**config.mk**
```make
export PLATFORM = sky130hd
export DESIGN_NAME = fp_div
export DESIGN_NICKNAME = d
export VERILOG_FILES = /design/src/rtl/fp_div.sv
export SDC_FILE = /design/constraint.sdc
export NUM_CORES = 1
export LEC_CHECK = 0
export CAP_MARGIN = 15
export CORE_MARGIN = 2
export CORE_UTILIZATION = 30
export DETAILED_ROUTE_END_ITERATION = 10
export GPL_ROUTABILITY_DRIVEN = 0
export PLACE_DENSITY = 0.47
export SYNTH_ARGS = -nofsm -noshare
export SYNTH_HDL_FRONTEND = slang
export SYNTH_SLANG_ARGS = --single-unit
```
**constraint.sdc**
```tcl
create_clock -name clk -period 4.15 [get_ports clk]
set_clock_uncertainty 0.15 [all_clocks]
set_input_delay 0.83 -clock clk [delete_from_list [all_inputs] [get_ports clk]]
set_output_delay 0.83 -clock clk [all_outputs]
set_load 0.05 [all_outputs]
```
**src/rtl/fp_div.sv**
```systemverilog
// Single-precision floating-point divider: 26-cycle restoring mantissa divider with special-case bypass.
// Define FP_DIV_ROUND_EN for round-to-nearest-even; otherwise the quotient is truncated.
module fp_div (
  input  logic        clk,
  input  logic        rst_n,
  input  logic        in_valid,
  output logic        in_ready,
  input  logic [31:0] I1,
  input  logic [31:0] I2,
  output logic        out_valid,
  input  logic        out_ready,
  output logic [31:0] out,
  output logic        divz
);

`ifdef FP_DIV_ROUND_EN
  localparam logic ROUND_EN = 1'b1;
`else
  localparam logic ROUND_EN = 1'b0;
`endif

  typedef enum logic [1:0] {IDLE, DIVIDE, NORM, DONE} state_t;

  state_t             state_q, state_d;
  logic               in_ready_q, in_ready_d;
  logic               out_valid_q, out_valid_d;
  logic [31:0]        out_q, out_d;
  logic               divz_q, divz_d;
  logic [25:0]        q_q, q_d;
  logic [24:0]        rem_q, rem_d;
  logic [23:0]        m2_q, m2_d;
  logic [4:0]         cnt_q, cnt_d;
  logic signed [9:0]  exp_q, exp_d;
  logic               sign_q, sign_d;

  logic [7:0]  e1, e2;
  logic [22:0] f1, f2;
  logic        z1, z2, inf1, inf2, nan_any;
  logic        accept, special;
  logic [31:0] special_res;
  logic        special_divz;
  logic        res_sign;

  assign e1 = I1[30:23];
  assign e2 = I2[30:23];
  assign f1 = I1[22:0];
  assign f2 = I2[22:0];

  // Exponent zero covers denormals, which are flushed to signed zero.
  assign z1      = (e1 == 8'h00);
  assign z2      = (e2 == 8'h00);
  assign inf1    = (e1 == 8'hFF) && (f1 == 23'd0);
  assign inf2    = (e2 == 8'hFF) && (f2 == 23'd0);
  assign nan_any = ((e1 == 8'hFF) && (f1 != 23'd0)) || ((e2 == 8'hFF) && (f2 != 23'd0));

  assign accept   = in_valid && in_ready_q;
  assign special  = nan_any || z1 || z2 || inf1 || inf2;
  assign res_sign = I1[31] ^ I2[31];

  always_comb begin
    special_res  = {res_sign, 31'd0};
    special_divz = 1'b0;
    if (nan_any || (z1 && z2) || (inf1 && inf2)) begin
      special_res = 32'h7FC0_0000;
    end else if (inf1) begin
      special_res = {res_sign, 8'hFF, 23'd0};
    end else if (z2) begin
      special_res  = {res_sign, 8'hFF, 23'd0};
      special_divz = 1'b1;
    end
  end

  // Normalisation and optional rounding of the finished quotient.
  logic [22:0]       mant;
  logic              guard, sticky, round_up;
  logic signed [9:0] exp_n, exp_fin;
  logic [23:0]       mant_sum;
  logic [22:0]       mant_fin;
  logic [31:0]       norm_res;

  always_comb begin
    if (q_q[25]) begin
      mant   = q_q[24:2];
      guard  = q_q[1];
      sticky = q_q[0] | (rem_q != 25'd0);
      exp_n  = exp_q + 10'sd127;
    end else begin
      mant   = q_q[23:1];
      guard  = q_q[0];
      sticky = (rem_q != 25'd0);
      exp_n  = exp_q + 10'sd126;
    end
    round_up = guard & (sticky | mant[0]);
    mant_sum = {1'b0, mant} + {23'd0, ROUND_EN & round_up};
    if (mant_sum[23]) begin
      mant_fin = 23'd0;
      exp_fin  = exp_n + 10'sd1;
    end else begin
      mant_fin = mant_sum[22:0];
      exp_fin  = exp_n;
    end
    if (exp_fin >= 10'sd255) begin
      norm_res = {sign_q, 8'hFF, 23'd0};
    end else if (exp_fin <= 10'sd0) begin
      norm_res = {sign_q, 31'd0};
    end else begin
      norm_res = {sign_q, exp_fin[7:0], mant_fin};
    end
  end

  always_ff @(posedge clk or negedge rst_n) begin
    if (!rst_n) begin
      state_q     <= IDLE;
      in_ready_q  <= 1'b0;
      out_valid_q <= 1'b0;
      out_q       <= 32'd0;
      divz_q      <= 1'b0;
      q_q         <= 26'd0;
      rem_q       <= 25'd0;
      m2_q        <= 24'd0;
      cnt_q       <= 5'd0;
      exp_q       <= 10'sd0;
      sign_q      <= 1'b0;
    end else begin
      state_q     <= state_d;
      in_ready_q  <= in_ready_d;
      out_valid_q <= out_valid_d;
      out_q       <= out_d;
      divz_q      <= divz_d;
      q_q         <= q_d;
      rem_q       <= rem_d;
      m2_q        <= m2_d;
      cnt_q       <= cnt_d;
      exp_q       <= exp_d;
      sign_q      <= sign_d;
    end
  end

  always_comb begin
    state_d = state_q;
    case (state_q)
      IDLE:    if (accept) state_d = special ? DONE : DIVIDE;
      DIVIDE:  if (cnt_q == 5'd25) state_d = NORM;
      NORM:    state_d = DONE;
      DONE:    if (out_ready) state_d = IDLE;
      default: state_d = IDLE;
    endcase
  end

  logic        ge;
  logic [24:0] diff;

  // Handshake flags are registered from the next state so they stay low during reset.
  always_comb begin
    in_ready_d  = (state_d == IDLE);
    out_valid_d = (state_d == DONE);
    out_d       = out_q;
    divz_d      = divz_q;
    q_d         = q_q;
    rem_d       = rem_q;
    m2_d        = m2_q;
    cnt_d       = cnt_q;
    exp_d       = exp_q;
    sign_d      = sign_q;
    ge          = (rem_q >= {1'b0, m2_q});
    diff        = ge ? (rem_q - {1'b0, m2_q}) : rem_q;
    case (state_q)
      IDLE: begin
        if (accept) begin
          sign_d = res_sign;
          exp_d  = $signed({2'b00, e1}) - $signed({2'b00, e2});
          rem_d  = {2'b01, f1};
          m2_d   = {1'b1, f2};
          q_d    = 26'd0;
          cnt_d  = 5'd0;
          if (special) begin
            out_d  = special_res;
            divz_d = special_divz;
          end
        end
      end
      DIVIDE: begin
        q_d   = {q_q[24:0], ge};
        rem_d = diff << 1;
        cnt_d = cnt_q + 5'd1;
      end
      NORM: begin
        out_d  = norm_res;
        divz_d = 1'b0;
      end
      default: ;
    endcase
  end

  assign in_ready  = in_ready_q;
  assign out_valid = out_valid_q;
  assign out       = out_q;
  assign divz      = divz_q;

endmodule
```
---- Word-level counts from Yosys, hierarchy flattened ----
Index checks and enable logic that the tools add are counted.
storage, ports and cells
  register bits after elaboration ......... 128
  bits of input ports ..................... 68
  output and inout port bits .............. 35
  memories ................................ 0
  logic and storage cells ................. 84
  RAM bits ................................ 0
  bits in latches ......................... 0
  bits in read-only memories .............. 0
cells by class
  shift operators ......................... 0
  multipliers ............................. 0
  reductions and logical operators ........ 27
  order comparisons ....................... 3
  equal/unequal tests ..................... 9
  add/sub/neg operators ................... 5
  muxes and demuxes ....................... 28
  divide/modulo/power cells ............... 0
  bitwise gates (word level) .............. 1
operators by type and width
  operator               number
  $mux 31                4
  $mux 32                3
  $pmux 32 s2            1
  $pmux 26 s2            1
  $pmux 25 s2            1
  $logic_not 23->1       2
  $reduce_bool 23->1     2
  $mux 26                1
  $ge 25x24->1           1
  $mux 25                1
  $mux 24                1
  $sub 24x24->24         1
  $mux 23                1
  $add 10x8->10 const B  2
  $eq 8x8->1 const B     2
  $logic_not 8->1        2
  $ge 10x9->1 const B    1
  $le 10x1->1 const B    1
  $mux 10                1
  $pmux 5 s2             1
  $sub 8x8->9            1
  $mux 2                 4
  $pmux 2 s4             1
  $logic_and 1x1->1      7
  14 further kinds       30

---- Logic depth before layout (Yosys ltp) ----
Gate-level depths: netlist of the first run.
  word-level depth ........................ 11
  mapped depth ............................ 13
  mapped depth without buffers ............ 12

---- Least setup slack after synthesis of the first run ----
No wires, ideal clock.
  path kind ............................... reg2reg
  from .................................... register rem_q[0]
  to ...................................... register rem_q[23]
  path buffers ............................ 0
  clock period less this slack ............ 2,869 ps
  data required time ...................... 3,906 ps
  stages on the path, launching flop included .. 13
  arrival time ............................ 2,625 ps
  path slack .............................. 1,281 ps
  library setup time ...................... 94 ps
  cells stage by stage .................... dfrtp_1 > inv_1 > ha_1 > fa_1 > nor2b_1 > o31ai_1 > a21oi_1 > a221oi_1 > o31ai_1 > a41oi_1 > mux2i_1 > nor3_1 > a211oi_1
between the ends
  word-level cells in the longest chain between the ends .. 3
  elaborated cells between the ends (all ways) .. 4
  those cells by class .................... add/sub: 1; order compare: 1; mux: 2
RTL lines
  element                                         line      RTL
  start: declaration                              30        logic [24:0] rem_q, rem_d;
  start signal: assignment                        131       rem_q <= rem_d;
  $sub 24x24->24 or $ge 25x24->1 (tied branches)  166, 165
  $mux 24 (*)                                     166       diff = ge ? (rem_q - {1'b0, m2_q}) : rem_q;
  $pmux 25 s2 (*)                                 167       case (state_q)
Mark *: on every way between the ends. The rest lies on a longest branch, timed or not.
A chain may end at the register's enable or synchronous reset.

---- Worst setup path after layout of the first run ----
  from .................................... register exp_q[1]
  to ...................................... register out_q[22], in the netlist out[22]
between the ends
  word-level cells in the longest chain between the ends .. 6
  elaborated cells between the ends (all ways) .. 8
  those cells by class .................... add/sub: 2; order compare: 2; mux: 4
RTL lines
  element                                  line    RTL
  start: declaration                       33      logic signed [9:0] exp_q, exp_d;
  start signal: assignment                 134     exp_q <= exp_d;
  $add 10x8->10, on equally long branches  91, 86
  $mux 10 (*)                              82      if (q_q[25]) begin
  $le 10x1->1                              104     end else if (exp_fin <= 10'sd0) begin
  $mux 31                                  104
  $mux 31 (*)                              102     if (exp_fin >= 10'sd255) begin
  $pmux 32 s2 (*)                          167
  end signal: assignment                   128     out_q <= out_d;
  end: declaration                         27      logic [31:0] out_q, out_d;
Marked as above.

==> results of run 1 <==
==> layout by cell type (no fill, tap or decap), types with 3 or more instances in the layout <==
cell type,count
o211ai_1,3
nor4_1,15
xor2_1,14
inv_6,6
inv_8,5
ha_1,37
a221o_1,5
or3_1,7
nor2_1,22
nand3_1,34
mux2i_1,46
and3_1,25
o21ai_0,75
xnor2_1,20
and2_1,4
inv_1,47
nand4_1,9
nand2b_1,4
nor2b_1,8
a21boi_0,3
clkdlybuf4s50_1,101
buf_4,11
o31ai_1,6
nand2_1,182
a31oi_1,3
a211oi_1,3
clkbuf_16,17
o21a_1,8
a211o_1,5
a21o_1,21
buf_12,3
dfrtp_1,127
nor3_1,8
a21oi_1,57
==> through the flow <==
stage                      util  instances  area, um2  hold WS [ns]  setup slack, ns
final                     0.389       1293       9530         0.308            0.850
after floorplan               -        863       7510         0.268             1.28
after global placement    0.364       1261       8910         0.293            0.632
after global routing      0.389       1293       9530         0.334            0.519
after detailed placement  0.364       1261       8910         0.301            0.604
after CTS                 0.389       1293       9530         0.317            0.844
==> flip-flops by register name (all words and copies together), names as in the netlist <==
signal / cells
cnt_q: 5
divz: 1
exp_q: 9
in_ready: 1
m2_q: 24
out: 32
out_valid: 1
q_q: 26
rem_q: 25
sign_q: 1
state_q: 2
==> final timing paths <==
kind	end	slack (ns)	cells after the start
max	out[22]	0.85	11
min	m2_q[23]	0.31	2
max reg2reg	out[22]	0.85	11
min reg2reg	m2_q[23]	0.31	2
max in group asynchronous	cnt_q[0]	2.59	2
min in group asynchronous	exp_q[7]	0.40	1
==> worst reg2reg max path, delay by kind of cell (launching register included) <==
kind	cells	cell delay (ns)
XOR/XNOR	1	0.20
AO/OA/AOI/OAI	4	0.85
AND/OR/NAND/NOR	3	1.20
buffers and inverters	2	0.18
adder cells (fa/ha/maj)	1	0.20
flip-flops	1	0.40
==> where the power goes <==
group	switching (mW)	total (mW)	internal, mW
sequential	0.389	2.20	1.81
combinational	2.86	4.86	2.00
clock	0.671	1.59	0.922
total	3.92	8.65	4.73
==> layout make-up <==
cell class | count | area share
repair buffers | 115 | 0.121
flip-flops and latches | 127 | 0.334
inverters | 47 | 0.0185
well taps | 324 | 0.0426
multi-input cells | 648 | 0.419
clock buffers | 17 | 0.0447
clock inverters | 15 | 0.0202
==> metal layers <==
layer	part of all wire	wire, um	vias to the layer above	GRT usage
li1	-	-	3204	-
met1	0.49	9840	2941	0.219
met2	0.46	9300	119	0.257
met3	0.038	765	8	0.0335
met4	0.0068	136	0	0.0366
met5	0	0	-	0
==> cell families (layout without fill, tap and decap cells) <==
family / count (synthesis) / count (layout) / synth area share
buf+inv: 88 / 194 / 0.0467
fa+ha+maj: 39 / 39 / 0.0670
flops: 127 / 127 / 0.423
simple gates: 328 / 328 / 0.200
compound gates: 201 / 201 / 0.162
xor+xnor: 34 / 34 / 0.0397
mux: 46 / 46 / 0.0613
==> results by group, run 1 <==
Die
  • Initial Util: 0.307
  • Die area: 26,300 um2
  • Die height: 162 um
  • Core ar.: 24,500 um2
  • Row count: 57
  • Die W: 162 um
  • I/O pin cnt: 103

Pwr
  • Pwr/cell area: 908 nW/um2
  • Peak supply drop: 0.320 mV
  • Leakage: 4.32 nW
  • Final Total Pwr: 8.65 mW

Worst setup path
  • CP startpoint: exp_q[1]
  • CP Data Arrival Time: 3.45 ns
  • Crit path capture type: flop
  • Crit path required time: 4.30 ns
  • Critical Path Source Type: flop
  • Crit-path leading delay family: simple AND/OR/NAND/NOR gates
  • Cells along the critical path: inv_1, ha_1, inv_1, a211o_1, o21ai_0, xor2_1, nand2_1, or4_4, nand3_1, a2bb2oi_1, a21oi_1
  • Worst setup path category: reg2reg
  • Buf/Inv on CP: 2
  • CP max stage delay: 0.59 ns
  • CP dominant cell by count: inv_1
  • Slowest-stage cell, CP: nand3_1
  • Maximum fanout along the worst path: 21
  • Critical R2R Launch: exp_q[1]

STA
  • Minimum clock period: 3.30 ns
  • Normalized max-slew margin: 0.332
  • Fmax: 0.303 GHz
  • Final period utilization: 0.795
  • Total negative setup slack: 0 ns
  • Final setup violation count: 0
  • Final hold vios: 0
  • Actual slew at the worst max-slew pin: 1.00 ns
  • Unrepaired setup endpoints after global routing: false
  • Max-slew violation count: 0

Global routing
  • Remaining global-route overflow: 0
  • Vias in the first global route: 6,171
  • Initial antenna violation count: 0
  • Tot GR Track Use: 0.159
  • Largest net degree at the start of global routing: 79
  • First-pass GRT wire length: 33.3 mm

Clock tree
  • # resized after CTS: 0
  • CTS tree: built
  • CTS clk-pin slew, worst paths: 0.07 ns
  • H-tree levels: 4
  • Clock Path Buffers: 2
  • Post-CTS Setup Inserts: 0
  • Clk sinks: 127
  • CTS Buf Count: 17
  • CTS root buf: clkbuf_16
  • Worst-skew pair later-pin latency: 0.42 ns
  • Hold-fix buffers, CTS: 0

Route
  • Drt via density: 4.85
  • Routed length per instance: 15.5 um
  • Initial DRC Count: 381
  • DR pass1 iterations: 4
  • Routed via count: 6,272
  • DRC viols: 0
  • Detailed Route WL: 20.0 mm
  • Post-route ant nets: 0

Place
  • Port buffer count: 102
  • Dpl hpwl: 14.5 mm

Synthesis
  • Synth area leader: dfrtp_1
  • Most instantiated library cell after synthesis: nand2_1
  • Top FF cell, synth: dfrtp_1
  • Synth top area cells: dfrtp_1 (42%), nand2_1 (9.1%), ha_1 (6.2%), mux2i_1 (6.1%), o21ai_0 (5.0%)
  • Post-synthesis cell area: 7510 um2
  • Top-area cell type share of the netlist area: 0.423
  • Seq cells post-synth: 127
  • Part of the Yosys area used for sequential elements: 0.423
  • Syn Nets: 970
  • EDFF count, synth: 0
  • Syn Area/Cell: 8.70 um2
  • Post-synth ARST share: 1.00
  • Syn Inst Count: 863
  • Cell variety after synth: 49
  • Top cells by count, synth: nand2_1 (182), dfrtp_1 (127), o21ai_0 (75)
  • Ys Warns: 0

Final layout
  • Area Growth Syn to Fin: 26.9%
  • Register area: 3180 um2
  • Layout Nets: 1,063
  • Fraction of layout cells with a size suffix above 1: 0.0537
  • Multi-input gate area: 3990 um2
  • Fillcell total: 2,475
  • Antenna Cells: 0

Run status
  • Status: completed

Min path
  • Min-Delay Startpoint: m2_q[23]
  • Worst Hold Class: reg2reg

Run
  • Max Cap Viol: 0
(Power assumes the default switching activity.)
==> inputs of run 2 (changes only) <==
Clock period 4.15 ns to 3.2 ns, I/O delays scaled along.
==> results by group, run 2 (synthesis results as in run 1) <==
Worst setup path
  • Critical R2R Launch: rem_q[10]
  • Worst setup path category: reg2reg
  • Buf/Inv on CP: 1
  • Crit-path leading delay family: compound AO/OA/AOI/OAI gates
  • Maximum fanout along the worst path: 8
  • CP startpoint: rem_q[10]
  • Cells along the critical path: ha_1, nand2_1, or3_1, o21ai_0, a21oi_1, o211ai_1, a311oi_2, o21a_2, buf_4, nor2b_1, o31ai_1
  • R2r setup slk: 0.19 ns
  • Crit path capture type: flop
  • Critical Path Source Type: flop
  • Slowest-stage cell, CP: dfrtp_1
  • CP Data Arrival Time: 3.18 ns
  • Crit path required time: 3.36 ns
  • CP max stage delay: 0.40 ns

STA
  • Final period utilization: 0.942
  • Fmax: 0.332 GHz
  • Normalized max-slew margin: 0.354
  • Actual slew at the worst max-slew pin: 0.969 ns
  • Minimum clock period: 3.01 ns
  • Unrepaired setup endpoints after global routing: false
  • Max-slew violation count: 0
  • Final setup violation count: 0
  • Final hold vios: 0

Die
  • Row count: 57
  • Die area: 26,300 um2
  • Die height: 162 um
  • I/O pin cnt: 103
  • Initial Util: 0.307
  • Die W: 162 um
  • Core ar.: 24,500 um2

Route
  • Routed length per instance: 15.3 um
  • Routed via count: 6,458
  • Initial DRC Count: 362
  • DR pass1 iterations: 4
  • DRC viols: 0
  • Detailed Route WL: 20.1 mm
  • Post-route ant nets: 0
  • Drt via density: 4.91

Clock tree
  • Clock Path Buffers: 2
  • CTS root buf: clkbuf_16
  • CTS tree: built
  • H-tree levels: 4
  • Clk sinks: 127
  • CTS clk-pin slew, worst paths: 0.06 ns
  • Worst-skew pair later-pin latency: 0.43 ns
  • CTS Buf Count: 17

Run
  • Max Cap Viol: 0

Final layout
  • Fraction of layout cells with a size suffix above 1: 0.0757
  • Most common cell after layout, fill and taps aside: nand2_1
  • Multi-input gate area: 4000 um2
  • Max reg flops: 32
  • Area Growth Syn to Fin: 29.2%
  • Most frequent cells in the layout: nand2_1 (182), dfrtp_1 (127), clkdlybuf4s50_1 (101), o21ai_0 (75), a21oi_1 (57)
  • Layout Nets: 1,085
  • Register area: 3180 um2
  • Final Non-Filler Cells: 1,315
  • Final Util: 0.396
  • Antenna Cells: 0
  • Fillcell total: 2,462

Global routing
  • First-pass GRT wire length: 33.3 mm
  • Vias in the first global route: 6,327
  • Tot GR Track Use: 0.158
  • Remaining global-route overflow: 0
  • Largest net degree at the start of global routing: 68
  • Initial antenna violation count: 0

Run status
  • Status: completed

Place
  • Dpl hpwl: 14.8 mm
  • Placed insts: 1,282
  • Port buffer count: 102

Pwr
  • Pwr/cell area: 1170 nW/um2
  • Leakage: 4.43 nW
  • Peak supply drop: 0.455 mV

Min path
  • Min-Delay Startpoint: q_q[0]
  • Worst Hold Class: reg2reg
run 2: worst paths after layout:
path,cells after the start,endpoint
max in group asynchronous,3,out[19]
max reg2reg,11,rem_q[24]
min,2,q_q[1]
max,11,rem_q[24]
min in group asynchronous,2,out[27]
min reg2reg,2,q_q[1]
run 2: through the flow:
| stage | TNS [ns] | power [mW] | hold WS, ns | area [um2] | setup slack [ns] |
|---|---|---|---|---|---|
| global placement | -0.0168 | 9.41 | 0.293 | 9090 | -0.0168 |
| finish | 0 | 11.3 | 0.316 | 9700 | 0.186 |
| detailed placement | -0.0431 | 9.43 | 0.308 | 9090 | -0.0431 |
| CTS | 0 | 11.5 | 0.325 | 9690 | 0.130 |
| global route | 0 | 12.3 | 0.352 | 9700 | 0.00383 |
| floorplan | 0 | 7.50 | 0.194 | 7510 | 0.331 |
run 2: cell type report:
class	count	area share
clock inverters	15	0.0168
well taps	324	0.0418
inverters	47	0.0182
multi-input cells	648	0.413
clock buffers	17	0.0439
flip-flops and latches	127	0.328
repair buffers	137	0.139
run 2: report_power, final:
part / switching (mW) / internal [mW] / total, mW
sequential: 0.511 / 2.35 / 2.86
combinational: 3.75 / 2.76 / 6.51
clock: 0.862 / 1.11 / 1.97
run 2: what timing repair did:
action,in CTS,in global routing
endpoints found under the setup margin,0,3
resized for setup,0,2
endpoints found under the hold margin,10,0
buffers inserted,0,0
hold buffers,1,0
run 2: metal layers:
layer  wire length, um  track usage
met2              9510        0.262
met5                 0            0
met4               231       0.0426
met3               565       0.0289
met1              9780        0.213
run 2: worst min-delay path, delay by kind of cell, from the launching register on:
kind             cells  cell delay (ns)
and+or+nand+nor      2             0.10
DFF                  1             0.34
==> inputs of run 3 (changes only) <==
Settings changed: CTS_CLUSTER_DIAMETER set to 60, TNS_END_PERCENT set to 1.
==> results of run 3 <==
The final DEF is identical to that of run 2; final timing and power are the same.
